$ cat src/rtl/bip_exec_ctrl.sv
// Execution controller for the accumulator CPU: loads a program from a byte
// stream into instruction memory, then runs or single-steps the CPU until HALT.
module bip_exec_ctrl #(
  parameter int N_BUS  = 16,
  parameter int N_ADDR = 11,
  parameter int N_CNT  = 16
) (
  input  logic              i_clk,
  input  logic              i_reset,
  input  logic              i_cmd_valid,
  input  logic [1:0]        i_cmd,
  output logic              o_cmd_ready,
  input  logic              i_byte_valid,
  input  logic [7:0]        i_byte,
  output logic              o_byte_ready,
  input  logic [N_BUS-1:0]  i_instr,
  output logic              o_cpu_en,
  output logic              o_cpu_clr,
  output logic              o_imem_sel,
  output logic              o_imem_we,
  output logic [N_ADDR-1:0] o_imem_addr,
  output logic [N_BUS-1:0]  o_imem_wdata,
  output logic              o_busy,
  output logic              o_done,
  output logic [N_CNT-1:0]  o_count
);

  typedef enum logic [1:0] {
    CMD_LOAD  = 2'b00,
    CMD_RUN   = 2'b01,
    CMD_STEP  = 2'b10,
    CMD_ABORT = 2'b11
  } cmd_e;

  typedef enum logic [2:0] {
    S_IDLE,
    S_LOAD_HI,
    S_LOAD_LO,
    S_LOAD_WR,
    S_RUN,
    S_STEP,
    S_DONE
  } state_e;

  localparam logic [N_ADDR-1:0] ADDR_LAST = '1;
  localparam logic [N_CNT-1:0]  CNT_MAX   = '1;

  state_e              state, state_nxt;
  logic [N_ADDR-1:0]   addr_nxt;
  logic [N_BUS-1:0]    wdata_nxt;
  logic [N_CNT-1:0]    count_nxt;
  logic                clr_nxt;
  logic                is_load, is_run, is_step, is_abort;
  logic                instr_halt, word_halt;

  assign is_load    = i_cmd_valid && (i_cmd == CMD_LOAD);
  assign is_run     = i_cmd_valid && (i_cmd == CMD_RUN);
  assign is_step    = i_cmd_valid && (i_cmd == CMD_STEP);
  assign is_abort   = i_cmd_valid && (i_cmd == CMD_ABORT);
  assign instr_halt = (i_instr[N_BUS-1 -: 5] == 5'd0);
  assign word_halt  = (o_imem_wdata[N_BUS-1 -: 5] == 5'd0);

  // Commands are never back-pressured; unwanted ones are simply dropped.
  assign o_cmd_ready = 1'b1;

  // NOTE: every signal written here gets a default first, so no path through
  // the case statement can leave a value unassigned and infer a latch.
  always_comb begin
    state_nxt = state;
    addr_nxt  = o_imem_addr;
    wdata_nxt = o_imem_wdata;
    clr_nxt   = 1'b0;
    count_nxt = o_count;
    if (o_cpu_en && (o_count != CNT_MAX)) count_nxt = o_count + 1'b1;

    unique case (state)
      S_IDLE, S_DONE: begin
        if (is_load) begin
          state_nxt = S_LOAD_HI;
          clr_nxt   = 1'b1;
          addr_nxt  = '0;
          count_nxt = '0;
        end else if (is_abort) begin
          state_nxt = S_IDLE;
        end else if (state == S_IDLE && is_run) begin
          state_nxt = S_RUN;
        end else if (state == S_IDLE && is_step) begin
          state_nxt = S_STEP;
        end
      end
      S_LOAD_HI: begin
        if (is_abort) begin
          state_nxt = S_IDLE;
        end else if (i_byte_valid) begin
          wdata_nxt[N_BUS-1 -: 8] = i_byte;
          state_nxt               = S_LOAD_LO;
        end
      end
      S_LOAD_LO: begin
        if (is_abort) begin
          state_nxt = S_IDLE;
        end else if (i_byte_valid) begin
          wdata_nxt[7:0] = i_byte;
          state_nxt      = S_LOAD_WR;
        end
      end
      S_LOAD_WR: begin
        // The write strobe is already high this cycle; only the follow-on
        // address and state are decided here.
        if (is_abort || word_halt || (o_imem_addr == ADDR_LAST)) begin
          state_nxt = S_IDLE;
        end else begin
          addr_nxt  = o_imem_addr + 1'b1;
          state_nxt = S_LOAD_HI;
        end
      end
      S_RUN: begin
        if (is_abort)        state_nxt = S_IDLE;
        else if (instr_halt) state_nxt = S_DONE;
      end
      S_STEP: begin
        if (!is_abort && instr_halt) state_nxt = S_DONE;
        else                         state_nxt = S_IDLE;
      end
      default: state_nxt = S_IDLE;
    endcase
  end

  // Outputs are registered from the next state so each one is glitch-free and
  // lines up exactly with the state it describes.
  // NOTE: sequential state uses non-blocking assignments only, so every
  // register samples the pre-edge values regardless of statement order.
  always_ff @(posedge i_clk or negedge i_reset) begin
    if (!i_reset) begin
      state        <= S_IDLE;
      o_cpu_en     <= 1'b0;
      o_cpu_clr    <= 1'b0;
      o_imem_sel   <= 1'b0;
      o_imem_we    <= 1'b0;
      o_imem_addr  <= '0;
      o_imem_wdata <= '0;
      o_byte_ready <= 1'b0;
      o_busy       <= 1'b0;
      o_done       <= 1'b0;
      o_count      <= '0;
    end else begin
      state        <= state_nxt;
      o_cpu_en     <= (state_nxt == S_RUN) || (state_nxt == S_STEP);
      o_cpu_clr    <= clr_nxt;
      o_imem_sel   <= state_nxt inside {S_LOAD_HI, S_LOAD_LO, S_LOAD_WR};
      o_imem_we    <= (state_nxt == S_LOAD_WR);
      o_imem_addr  <= addr_nxt;
      o_imem_wdata <= wdata_nxt;
      o_byte_ready <= state_nxt inside {S_LOAD_HI, S_LOAD_LO};
      o_busy       <= state_nxt inside {S_LOAD_HI, S_LOAD_LO, S_LOAD_WR, S_RUN, S_STEP};
      o_done       <= (state_nxt == S_DONE);
      o_count      <= count_nxt;
    end
  end

endmodule

$ cat config.mk
export PLATFORM = sky130hd
export DESIGN_NAME = bip_exec_ctrl
export DESIGN_NICKNAME = d
export VERILOG_FILES = /design/src/rtl/bip_exec_ctrl.sv
export SDC_FILE = /design/constraint.sdc
export NUM_CORES = 1
export LEC_CHECK = 0
export BUFFER_PORTS_ARGS = -buffer_cell sky130_fd_sc_hd__buf_2
export CAP_MARGIN = 20
export CORE_MARGIN = 2
export CORE_UTILIZATION = 55
export CTS_CLUSTER_SIZE = 10
export DETAILED_ROUTE_END_ITERATION = 8
export GPL_TIMING_DRIVEN = 0
export PLACE_DENSITY = 0.93
export SLEW_MARGIN = 30
export SYNTH_ARGS = -nofsm -noshare
export SYNTH_HDL_FRONTEND = slang
export SYNTH_SLANG_ARGS = --single-unit
$ cat constraint.sdc
create_clock -name i_clk -period 3.3 [get_ports i_clk]
set_input_delay 0.165 -clock i_clk [delete_from_list [all_inputs] [get_ports i_clk]]
set_output_delay 0.165 -clock i_clk [all_outputs]
set_load 0.005 [all_outputs]
==> run summary <==
status -> completed
Worst Clk Skew -> 0.0159 ns
first-pass iteration count of the detailed router -> 4
WP data arrival -> 2.25 ns
number of enable flip-flop cells after synthesis -> 0
Initial Util -> 0.568
initial antenna violation count -> 0
Final min period -> 2.10 ns
Cells after Synth -> 256
Max Slew Vio Count -> 0
Flop pwr share -> 0.460
post-route design area -> 3220 µm²
clock latency on the worst-skew pair -> 0.31 ns
final worst path period share -> 0.636
fraction of registers with async set or reset after synthesis -> 1.00
row cnt -> 25
DRT iter0 DRCs -> 130
Sink Count -> 53
combinational share of power -> 0.351
Worst setup SP type -> flop
sequential share of the synthesized area -> 0.495
pre-CTS WS -> 1.24 ns
CTS tree -> built
Synth Cell Area -> 2680 µm²
P&R area growth vs syn -> 20.3%
LEAKAGE -> 1.51 nW
Die Wd -> 73.8 µm
routed wire length -> 6.21 mm
Max rail drop VDD -> 0.470 mV
Pint -> 0.00157 W
syn_area_per_cell -> 10.5 µm²
number of global-route vias before repair -> 2,229
WP data required -> 3.46 ns
Fin. Hold Viols -> 0
Nets -> 362
Antenna diodes -> 0
Clock Pin Slew Worst Setup and Hold Paths -> 0.09 ns
via count -> 2,366
net count after synthesis -> 288
# DRC -> 0
DIE AREA -> 5450 µm²
distinct cell type count after synthesis -> 47
Net Sw Frac -> 0.352
Ys Warns -> 0
# IOs -> 81
H-tree depth -> 2
prevailing post-synth register cell -> dfrtp_1
Seq cells post-synth -> 53
RSZ-0062 raised after global routing -> no
gpl congestion -> 0.826
Clock Path Buffers -> 2
worst-margin pin slew -> 0.729 ns
CTS buffer count -> 5
Setup WS post-layout -> 1.20 ns
first-pass GRT wire length -> 10.3 mm
CTS root buffer -> clkbuf_8
Core Region -> 4720 µm²
DP Area -> 3100 µm²
gr usage total -> 0.246
Switch Pwr -> 0.000849 W
post-layout instance count excluding filler cells -> 398
post-DR vias/cell -> 5.94
CP max FO -> 5
placed cells -> 389
Post-Route Setup TNS -> 0 ns
Crit. End Element -> flop
pwr/cell area -> 749 nW/µm²
number of max-cap violations -> 0
Crit Path Class -> reg2reg
post-DP HPWL -> 4.44 mm
IO Port Bufs -> 66
Clock power frac -> 0.189
Hold/Removal Path Class -> in2reg
Avg WL per Cell -> 15.6 µm
# setup viols final -> 0
PostCTS Resize Cnt -> 0
slew margin rel. -> 0.509
height of the chip -> 73.8 µm
GR Overflow Total -> 0
post-route ant nets -> 0
fraction of layout instances using a drive strength above 1 -> 0.311
max frequency -> 477 MHz
largest net degree at the start of global routing -> 54
-- cell type report --
type	count	area (µm²)
fillers	358	1500
multi-input cells	184	1240
well taps	67	83.8
clock buffers	7	86.3
flip-flops and latches	53	1330
clock inverters	1	30.0
inverters	8	30.0
repair buffers	67	343
plain buffers	11	80.1
-- routing by layer --
layer | track usage | share of wire | up-vias
met5 | 0 | 0 | -
met4 | 0.0808 | 0.013 | 0
met3 | 0.0535 | 0.052 | 9
met2 | 0.427 | 0.52 | 89
met1 | 0.303 | 0.42 | 1152
li1 | - | - | 1116
-- worst max-delay path, cell delays in order, from the launching register on --
cell      delay (ns)
dfrtp_1         0.42
ha_1            0.21
and4_1          0.29
nand4_1         0.22
a221oi_1        0.65
a31oi_1         0.16
-- power groups by stage --
stage / registers [W] / logic (W) / clock network, W
after global placement: 0.00110 / 0.000799 / 0
final: 0.00111 / 0.000848 / 0.000456
after floorplan: 0.00110 / 0.000475 / 0
after global routing: 0.00115 / 0.000954 / 0.000487
after CTS: 0.00111 / 0.000856 / 0.000460
after detailed placement: 0.00112 / 0.000848 / 0
-- what timing repair did --
item                                    CTS  global route
endpoints found under the setup margin    0             0
hold endpoints to repair                 53             0
hold buffers                              1             0
setup buffers                             0             0
-- final timing paths --
check,start,end,slack [ns],depth (start not counted)
worst max-delay path,o_imem_addr[0],o_busy,1.20,5
worst min-delay path,i_byte[2],o_imem_wdata[10],0.10,2
worst max register to register,o_imem_addr[0],o_busy,1.20,5
worst min register to register,o_imem_wdata[10],o_imem_wdata[10],0.51,1
max in group asynchronous,i_reset,o_count[2],2.42,2
min in group asynchronous,i_reset,o_count[12],0.42,2
-- registers in the layout, summed over array words and instances (netlist names) --
register and cells:
state 3, o_imem_we 1, o_done 1, o_busy 1
o_imem_addr 11, o_cpu_clr 1, o_imem_wdata 16, o_byte_ready 1
o_count 16, o_imem_sel 1, o_cpu_en 1
-- Yosys cell counts (5+ instances only) --
cell type / count / area, µm²
a21oi_1: 19 / 95.1
and3_1: 5 / 31.3
and4_1: 6 / 52.6
dfrtp_1: 53 / 1330
inv_1: 7 / 26.3
mux2_2: 16 / 180
mux2i_1: 6 / 60.1
nand2_1: 24 / 90.1
nand2b_1: 5 / 31.3
nand3_1: 10 / 50.1
nand4_1: 7 / 43.8
nor2_1: 7 / 26.3
o21ai_0: 10 / 50.1
o31ai_1: 12 / 90.1
or4_1: 9 / 67.6
-- cell families (layout without fill, tap and decap cells) --
group,Yosys count,count (layout),share of synthesized area
simple gates,98,98,0.210
compound gates,59,59,0.147
flops,53,53,0.495
mux,22,22,0.0896
buf+inv,19,94,0.0411
fa+ha+maj,2,2,0.00933
xor+xnor,2,2,0.00653
other cells,1,1,0.00140
-- layout by cell type (no fill, tap or decap), types with 2 or more instances in the layout --
cell,instances
buf_4,2
nor4_1,4
or4_1,9
mux2i_1,6
and4_1,6
buf_6,3
or3_1,4
nand2b_1,5
inv_1,7
nor3_1,3
o31ai_1,12
a31oi_1,3
dfrtp_1,53
and2_1,3
nand3_1,10
and3_1,5
buf_2,67
nor2_1,7
a21oi_1,19
a211oi_1,4
nand4_1,7
nand2_1,24
nand3b_1,2
clkbuf_1,5
xnor2_1,2
clkbuf_8,7
nor3_2,2
o21ai_0,10
or2_2,2
mux2_2,16
ha_1,2
a2111o_1,3
-- metrics by stage --
step,util,power (W),hold WS [ns]
floorplan,-,0.00157,-0.131
detailed placement,0.656,0.00196,0.245
finish,0.683,0.00241,0.103
CTS,0.683,0.00242,0.0992
global placement,0.655,0.00190,0.408
global route,0.683,0.00259,0.0935
Note: power is estimated with default switching activity, not from simulation.
